**src/rtl/video_timing_generator.sv**
```systemverilog
// Dual raster sync generator: a sensor timebase and a delayed interface timebase,
// each a pixel counter cascaded into a line counter with registered line/frame sync.

module vtg_timebase #(
    parameter int PIX_W           = 12,
    parameter int LINE_W          = 12,
    parameter int PIX_PER_LINE    = 100,
    parameter int LINES_PER_FRAME = 20,
    parameter int SYNC_WIDTH      = 4
) (
    input  logic clk_gen,
    input  logic reset,
    input  logic enable,
    output logic sync_line,
    output logic sync_frame
);

    if (PIX_PER_LINE > (1 << PIX_W)) begin : g_chk_pix_w
        $fatal(1, "vtg_timebase: pixels per line does not fit the pixel counter width");
    end
    if (LINES_PER_FRAME > (1 << LINE_W)) begin : g_chk_line_w
        $fatal(1, "vtg_timebase: lines per frame does not fit the line counter width");
    end
    if (SYNC_WIDTH < 1 || SYNC_WIDTH >= PIX_PER_LINE) begin : g_chk_sync_w
        $fatal(1, "vtg_timebase: line sync width must be in 1..pixels per line - 1");
    end
    if (LINES_PER_FRAME < 2) begin : g_chk_lines
        $fatal(1, "vtg_timebase: at least two lines per frame are required");
    end

    localparam logic [PIX_W-1:0]  PIX_LAST  = PIX_W'(PIX_PER_LINE - 1);
    localparam logic [LINE_W-1:0] LINE_LAST = LINE_W'(LINES_PER_FRAME - 1);
    localparam logic [PIX_W-1:0]  SYNC_END  = PIX_W'(SYNC_WIDTH);

    logic [PIX_W-1:0]  pix_q,  pix_d;
    logic [LINE_W-1:0] line_q, line_d;
    logic              sync_line_q,  sync_line_d;
    logic              sync_frame_q, sync_frame_d;

    // Outputs are decoded from the counter values before they advance, so each
    // pin lags its counter by exactly one clock.
    always_comb begin
        pix_d        = pix_q;
        line_d       = line_q;
        sync_line_d  = 1'b0;
        sync_frame_d = 1'b0;
        if (enable) begin
            sync_line_d  = (pix_q < SYNC_END);
            sync_frame_d = (line_q == '0);
            if (pix_q == PIX_LAST) begin
                pix_d  = '0;
                line_d = (line_q == LINE_LAST) ? '0 : line_q + LINE_W'(1);
            end else begin
                pix_d = pix_q + PIX_W'(1);
            end
        end
    end

    always_ff @(posedge clk_gen or negedge reset) begin
        if (!reset) begin
            pix_q        <= '0;
            line_q       <= '0;
            sync_line_q  <= 1'b0;
            sync_frame_q <= 1'b0;
        end else begin
            pix_q        <= pix_d;
            line_q       <= line_d;
            sync_line_q  <= sync_line_d;
            sync_frame_q <= sync_frame_d;
        end
    end

    assign sync_line  = sync_line_q;
    assign sync_frame = sync_frame_q;

endmodule

module video_timing_generator #(
    parameter int bit_cnt_pix_sensor        = 12,
    parameter int bit_cnt_line_sensor       = 12,
    parameter int bit_cnt_pix_interface     = 12,
    parameter int bit_cnt_line_interface    = 12,
    parameter int pix_per_line_sensor       = 100,
    parameter int lines_per_frame_sensor    = 20,
    parameter int line_sync_width_sensor    = 4,
    parameter int pix_per_line_interface    = 80,
    parameter int lines_per_frame_interface = 25,
    parameter int line_sync_width_interface = 8,
    parameter int interface_start_delay     = 10
) (
    input  logic clk_gen,
    input  logic reset,
    output logic sync_line_sensor,
    output logic sync_frame_sensor,
    output logic sync_line_interface,
    output logic sync_frame_interface
);

    localparam int DLY_W = 12;

    if (interface_start_delay < 0 || interface_start_delay > 4095) begin : g_chk_delay
        $fatal(1, "video_timing_generator: interface start delay must be in 0..4095");
    end

    localparam logic [DLY_W-1:0] DLY_LAST = DLY_W'(interface_start_delay);

    logic [DLY_W-1:0] dly_q, dly_d;
    logic             intf_run;

    // Saturating delay: the interface timebase runs once dly_q reaches D, and
    // a fresh reset restarts the wait from zero.
    assign intf_run = (dly_q == DLY_LAST);

    always_comb begin
        dly_d = dly_q;
        if (!intf_run) begin
            dly_d = dly_q + DLY_W'(1);
        end
    end

    always_ff @(posedge clk_gen or negedge reset) begin
        if (!reset) begin
            dly_q <= '0;
        end else begin
            dly_q <= dly_d;
        end
    end

    vtg_timebase #(
        .PIX_W           (bit_cnt_pix_sensor),
        .LINE_W          (bit_cnt_line_sensor),
        .PIX_PER_LINE    (pix_per_line_sensor),
        .LINES_PER_FRAME (lines_per_frame_sensor),
        .SYNC_WIDTH      (line_sync_width_sensor)
    ) u_sensor (
        .clk_gen    (clk_gen),
        .reset      (reset),
        .enable     (1'b1),
        .sync_line  (sync_line_sensor),
        .sync_frame (sync_frame_sensor)
    );

    vtg_timebase #(
        .PIX_W           (bit_cnt_pix_interface),
        .LINE_W          (bit_cnt_line_interface),
        .PIX_PER_LINE    (pix_per_line_interface),
        .LINES_PER_FRAME (lines_per_frame_interface),
        .SYNC_WIDTH      (line_sync_width_interface)
    ) u_interface (
        .clk_gen    (clk_gen),
        .reset      (reset),
        .enable     (intf_run),
        .sync_line  (sync_line_interface),
        .sync_frame (sync_frame_interface)
    );

endmodule

```
**config.mk**
```make
export PLATFORM = sky130hd
export DESIGN_NAME = video_timing_generator
export DESIGN_NICKNAME = d
export VERILOG_FILES = /design/src/rtl/video_timing_generator.sv
export SDC_FILE = /design/constraint.sdc
export NUM_CORES = 1
export LEC_CHECK = 0
export CAP_MARGIN = 20
export CORE_MARGIN = 2
export CORE_UTILIZATION = 55
export DETAILED_ROUTE_END_ITERATION = 8
export PLACE_DENSITY = 0.82
export SYNTH_ARGS = -nofsm -noshare
export SYNTH_HDL_FRONTEND = slang
export SYNTH_SLANG_ARGS = --single-unit
```
**constraint.sdc**
```tcl
create_clock -name clk_gen -period 5.3 [get_ports clk_gen]
set_input_delay 1.06 -clock clk_gen [delete_from_list [all_inputs] [get_ports clk_gen]]
set_output_delay 1.06 -clock clk_gen [all_outputs]
set_load 0.005 [all_outputs]
```
==> results of run 1 <==
==> through the flow <==
stage	util (%)	instances
after floorplan	-	292
after global placement	58.5	364
after detailed placement	58.5	364
after CTS	61.9	379
after global routing	61.9	379
final	61.9	379
==> power groups by stage <==
stage          logic (uW)  registers, uW  clock network, uW
2_1_floorplan    0.000639            498                  0
3_3_place_gp         10.1            498                  0
3_5_place_dp         10.3            498                  0
4_1_cts              10.3            488                412
5_1_grt              11.7            488                433
6_report             9.44            488                402
==> routing by layer <==
layer,wire [um],GRT usage (%),vias up
met2,2580,30.7,41
li1,-,-,1059
met3,197,5.63,10
met1,2440,23.3,1074
met4,111,10.9,0
met5,0,0,-
==> sequential cells by signal, summed over array words and instances, names as in the netlist <==
signal / count
dly_q: 12
u_interface.line_q: 12
u_interface.pix_q: 12
u_interface.sync_frame: 1
u_interface.sync_line: 1
u_sensor.line_q: 12
u_sensor.pix_q: 12
u_sensor.sync_frame: 1
u_sensor.sync_line: 1
==> layout make-up <==
class | instances | area (um2)
multi-input combinational | 209 | 1380
clock buffer | 11 | 141
sequential | 64 | 1600
clock inverter | 4 | 45.0
inverter | 12 | 45.0
tap | 72 | 90.1
fill | 442 | 2070
timing repair buffer | 7 | 60.1
==> cells by family (layout without fill, tap and decap cells) <==
family	count (synthesis)	in the layout	share of synthesized area [%]
compound gates	18	18	4.05
flops	64	64	52.4
simple gates	138	138	24.5
fa+ha+maj	8	8	3.27
buf+inv	19	34	2.37
mux	5	5	1.72
xor+xnor	40	40	11.7
==> worst paths after layout <==
| kind | start | endpoint | slack [ns] | cells past startpoint |
|---|---|---|---|---|
| max in group asynchronous | reset | u_interface.sync_frame | 3.91 | 2 |
| worst min-delay path | u_sensor.pix_q[0] | u_sensor.pix_q[0] | 0.47 | 1 |
| worst min register to register | u_sensor.pix_q[0] | u_sensor.pix_q[0] | 0.47 | 1 |
| worst max-delay path | dly_q[0] | u_interface.line_q[0] | 2.56 | 6 |
| worst max register to register | dly_q[0] | u_interface.line_q[0] | 2.56 | 6 |
| min in group asynchronous | reset | u_sensor.line_q[1] | 0.86 | 2 |
==> cells in the final DEF, fill, tap and decap left out, drive strengths merged, types with 3 or more instances in the layout <==
cell type       n
nor3           12
xnor2          20
xor2           20
or4             3
nand4          11
mux2i           3
nand2          33
clkinv          3
and2            4
and4            5
and3           10
dfrtp          64
nor4           19
nand3          21
inv            12
ha              8
nor2           12
a31oi           3
a211o           3
clkbuf         11
a21o            3
clkdlybuf4s50   4
o21ai           3
buf             3
==> metrics.cfg, run 1 <==
[status]
outcome=completed

[timing]
setup_ws_ns=2.56
slew_violations=0
rsz0062_at_grt=no
worst_pin_slew_ns=0.936
max_slew_margin_pct=37.4
totalNegativeSetupSlack_ns=0
max_freq_ghz=0.364
fin_crit_ns=2.74
setup_viol=0
fin_skew_ns=0.00791
min_period_over_period_pct=51.8
hold_ws_ns=0.465
hold_viol=0

[clock_tree]
clkTransAtPathRegs_ns=0.06
hold_buffers=0
numCtsBuffers=9
tritoncts=done
cts_repair_resize_count=0
clock_latency_ns=0.34
clk_path_buf_depth=2
clkSinkCount=64
cts_root_buf=clkbuf_8
cts_setup_buffers=0
ctsHtreeMaxLevel=3

[floorplan]
start_util_pct=56.2
num_io_pins=6
die_area_um2=6170
rows=27
die_x_um=78.6
chipHeight_um=78.6
core_area_um2=5440

[worst_setup_path]
cpMaxStageDelayCell=or4b_2
path_delay_family=simple AND/OR/NAND/NOR gates
cp_num_buf_inv=1
cp_max_fo=27
critical_path_required_ns=5.55
worstSetupStartpointType=flop
crit_arrival_ns=3.00
crit_type=reg -> reg
end_kind=flop
critPathMaxStageDelay_ns=0.87
crit_chain=inv_1 -> ha_1 -> nor4bb_1 -> nand3_1 -> or4b_2 -> o21ai_0

[synthesis]
synthArstFlopShare_pct=100
yosysMostFrequentCell=dfrtp_1
synth_edf_count=0
netlist_top_cells_area=dfrtp_1 (52%), xor2_1 (5.7%), xnor2_1 (5.4%), nand2_1 (4.1%), nor4_1 (3.9%)
ys_warn_count=0
synth_top_area_share_pct=52.4
netlist.top_cell.by_area=dfrtp_1
seq_area_frac_synth_pct=52.4
ys_ff_latch=64
syn_area_um2=3060
synth_nets=302
synth_flop_cell=dfrtp_1
netlist_instances=292
yosysUniqueCellTypes=34
avgSynthCellArea_um2=10.5
synth_common_cells=dfrtp_1 (64), nand2_1 (33), nand3_1 (21)

[cells_and_area]
diodes=0
fin_area_um2=3370
syn_to_final_growth_pct=10.1
drive_above_1_share_pct=7.82
fin_nets=313

[placement]
pre_cts_ws_ns=2.61
post_dp_cell_area_um2=3180
numPortBuffers=5
dp_hpwl_mm=3.53
place.gp.congestion=0.859

[global_routing]
antenna_found_initial=0
grt_max_degree=65
track_usage_pct=19.2
grt_pass1_wl_mm=9.19
grt-ovfl-total=0
grt_pass1_vias=2120

[power]
p_sw_share_pct=20.6
p_leak_uw=0.00160
clkPwrFrac_pct=44.7
p_total_uw=900
combPwrFrac_pct=1.0
ir_worst_vdd_uv=187
p_per_area_nw_per_um2=267
sequentialPowerShare_pct=54.3
p_sw_uw=186
p_int_uw=714

[routing]
wl_per_cell_um=14.1
num_vias=2184
drtIter0Drc=128
drc=0
drt-pass1-iter-count=4
vias_per_cell=5.76
ant_nets=0
totalWireLength_mm=5.33

[run]
maxCapViolations=0

[worst_hold_path]
hold_path_class=reg -> reg

No activity file was read; power rests on OpenSTA's default activity.
==> run 2, diff against run 1 <==
==> constraint.sdc (replaced) <==
create_clock -name clk_gen -period 2.8 [get_ports clk_gen]
set_input_delay 0.56 -clock clk_gen [delete_from_list [all_inputs] [get_ports clk_gen]]
set_output_delay 0.56 -clock clk_gen [all_outputs]
set_load 0.005 [all_outputs]
==> metrics.cfg, run 2 (synthesis gave the netlist of run 1 again) <==
[cells_and_area]
postLayoutCoreUtil_pct=62.2  ; +0.32 points
layout_commonest_cell=dfrtp_1
syn_to_final_growth_pct=10.7
layout_common_cells=dfrtp_1 (64), nand2_1 (33), nand3_1 (21)
fin_nets=318  ; +1.6%
fin_area_um2=3380  ; +0.52%
drive_above_1_share_pct=8.33  ; +0.52 points
diodes=0  ; unchanged

[worst_setup_path]
path_delay_family=simple AND/OR/NAND/NOR gates
cp_max_fo=12  ; -56%
cp_num_buf_inv=2  ; +1
critical_path_required_ns=3.06  ; -2.49 ns
cpMaxStageDelayCell=dfrtp_1
critPathMaxStageDelay_ns=0.42  ; -0.45 ns
crit_chain=inv_1 -> ha_1 -> nor4bb_1 -> nand3_1 -> buf_4 -> nor4_1 -> xor2_1
worstSetupStartpointType=flop
crit_type=reg -> reg
end_kind=flop
crit_arrival_ns=2.54  ; -0.46 ns

[power]
p_leak_uw=0.00161  ; +0.56%
ir_worst_vdd_uv=426  ; +130%
p_per_area_nw_per_um2=480  ; +80%

[routing]
num_vias=2224  ; +1.8%
wl_met2_mm=2.50  ; -3.0%
drc=0  ; unchanged
highest_layer=met4
totalWireLength_mm=5.27  ; -1.2%
ant_nets=0  ; unchanged
wl_per_cell_um=13.7  ; -2.5%
drt-pass1-iter-count=4  ; unchanged
vias_per_cell=5.79  ; +0.51%
drtIter0Drc=87  ; -32%
wl_met1_mm=2.42  ; -0.90%
met3WireLength_um=180  ; -8.6%

[clock_tree]
clk_path_buf_depth=2  ; unchanged
clkSinkCount=64  ; unchanged
numCtsBuffers=9  ; unchanged
hold_buffers=0  ; unchanged
cts_repair_resize_count=0  ; unchanged
clkTransAtPathRegs_ns=0.06  ; about the same
cts_setup_buffers=0  ; unchanged
ctsHtreeMaxLevel=3  ; unchanged
tritoncts=done
cts_root_buf=clkbuf_8
clock_latency_ns=0.34  ; about the same

[global_routing]
grt_max_degree=40  ; -38%
grt-ovfl-total=0  ; unchanged
grt_pass1_vias=2081  ; -1.8%
grt_pass1_wl_mm=9.34  ; +1.7%
track_usage_pct=19.6  ; +0.31 points
antenna_found_initial=0  ; unchanged

[floorplan]
start_util_pct=56.2  ; unchanged
rows=27  ; unchanged
die_area_um2=6170  ; unchanged
num_io_pins=6  ; unchanged
die_x_um=78.6  ; unchanged
core_area_um2=5440  ; unchanged
chipHeight_um=78.6  ; unchanged

[timing]
max_freq_ghz=0.439  ; +21%
slew_violations=0  ; unchanged
setup_viol=0  ; unchanged
max_slew_margin_pct=62.0  ; +25 points
fin_crit_ns=2.28  ; -0.469 ns
min_period_over_period_pct=81.3  ; +29 points
totalNegativeSetupSlack_ns=0  ; unchanged
hold_viol=0  ; unchanged
fin_skew_ns=0.00848  ; +0.000574 ns
setup_ws_ns=0.524  ; -2.03 ns
worst_pin_slew_ns=0.565  ; -0.371 ns
rsz0062_at_grt=no

[placement]
place.gp.congestion=0.832  ; -3.1%
pre_cts_ws_ns=0.541  ; -2.07 ns
dp_hpwl_mm=3.61  ; +2.5%
numPortBuffers=5  ; unchanged
post_dp_cell_area_um2=3220  ; +1.2%

[run]
maxCapViolations=0  ; unchanged

[worst_hold_path]
hold_path_class=in -> async

[status]
outcome=completed

## run 2: cell types whose count changed in the layout (fill, tap and decap cells not counted)
cell,change
bufinv_16,-1
clkbuf_8,+1
clkinv_2,-3
clkbuf_1,+3
buf_4,+5
## run 2: report_power, final
| group | leakage [uW] | total (uW) | internal, uW | switching, uW |
|---|---|---|---|---|
| sequential | 0.000840 | 925 | 925 | 0 |
| combinational | 0.000684 | 19.2 | 2.36 | 16.8 |
| clock | 0.0000838 | 681 | 367 | 314 |
| total | 0.00161 | 1630 | 1290 | 331 |
## run 2: worst paths after layout
path                       slack, ns  cells past startpoint               endpoint                   from
max                             0.52                      7  u_interface.pix_q[11]               dly_q[0]
min                             0.21                      2     u_sensor.line_q[8]                  reset
max reg2reg                     0.52                      7  u_interface.pix_q[11]               dly_q[0]
min reg2reg                     0.47                      1  u_interface.pix_q[11]  u_interface.pix_q[11]
max in group asynchronous       2.18                      2               dly_q[5]                  reset
min in group clk_gen            0.47                      1  u_interface.pix_q[11]  u_interface.pix_q[11]
## run 2: final cells by class
cell class,instances,area (um2)
Clock buffer,15,166
Fill cell,441,2050
Inverter,12,45.0
Multi-Input combinational cell,209,1380
Sequential cell,64,1600
Tap cell,72,90.1
Timing Repair Buffer,12,97.6
## run 2: routing by layer
metal	vias to the layer above	GRT usage [%]
met5	-	0
met4	0	8.95
met3	18	7.01
met2	48	30.3
met1	1085	24.6
li1	1073	-
## run 2: per-stage QoR
stage / hold WS, ns / std cells / power (uW)
floorplan: 0.264 / 292 / 942
global placement: 0.440 / 369 / 962
global route: 0.233 / 384 / 1690
detailed placement: 0.459 / 369 / 962
CTS: 0.213 / 384 / 1650
finish: 0.213 / 384 / 1630
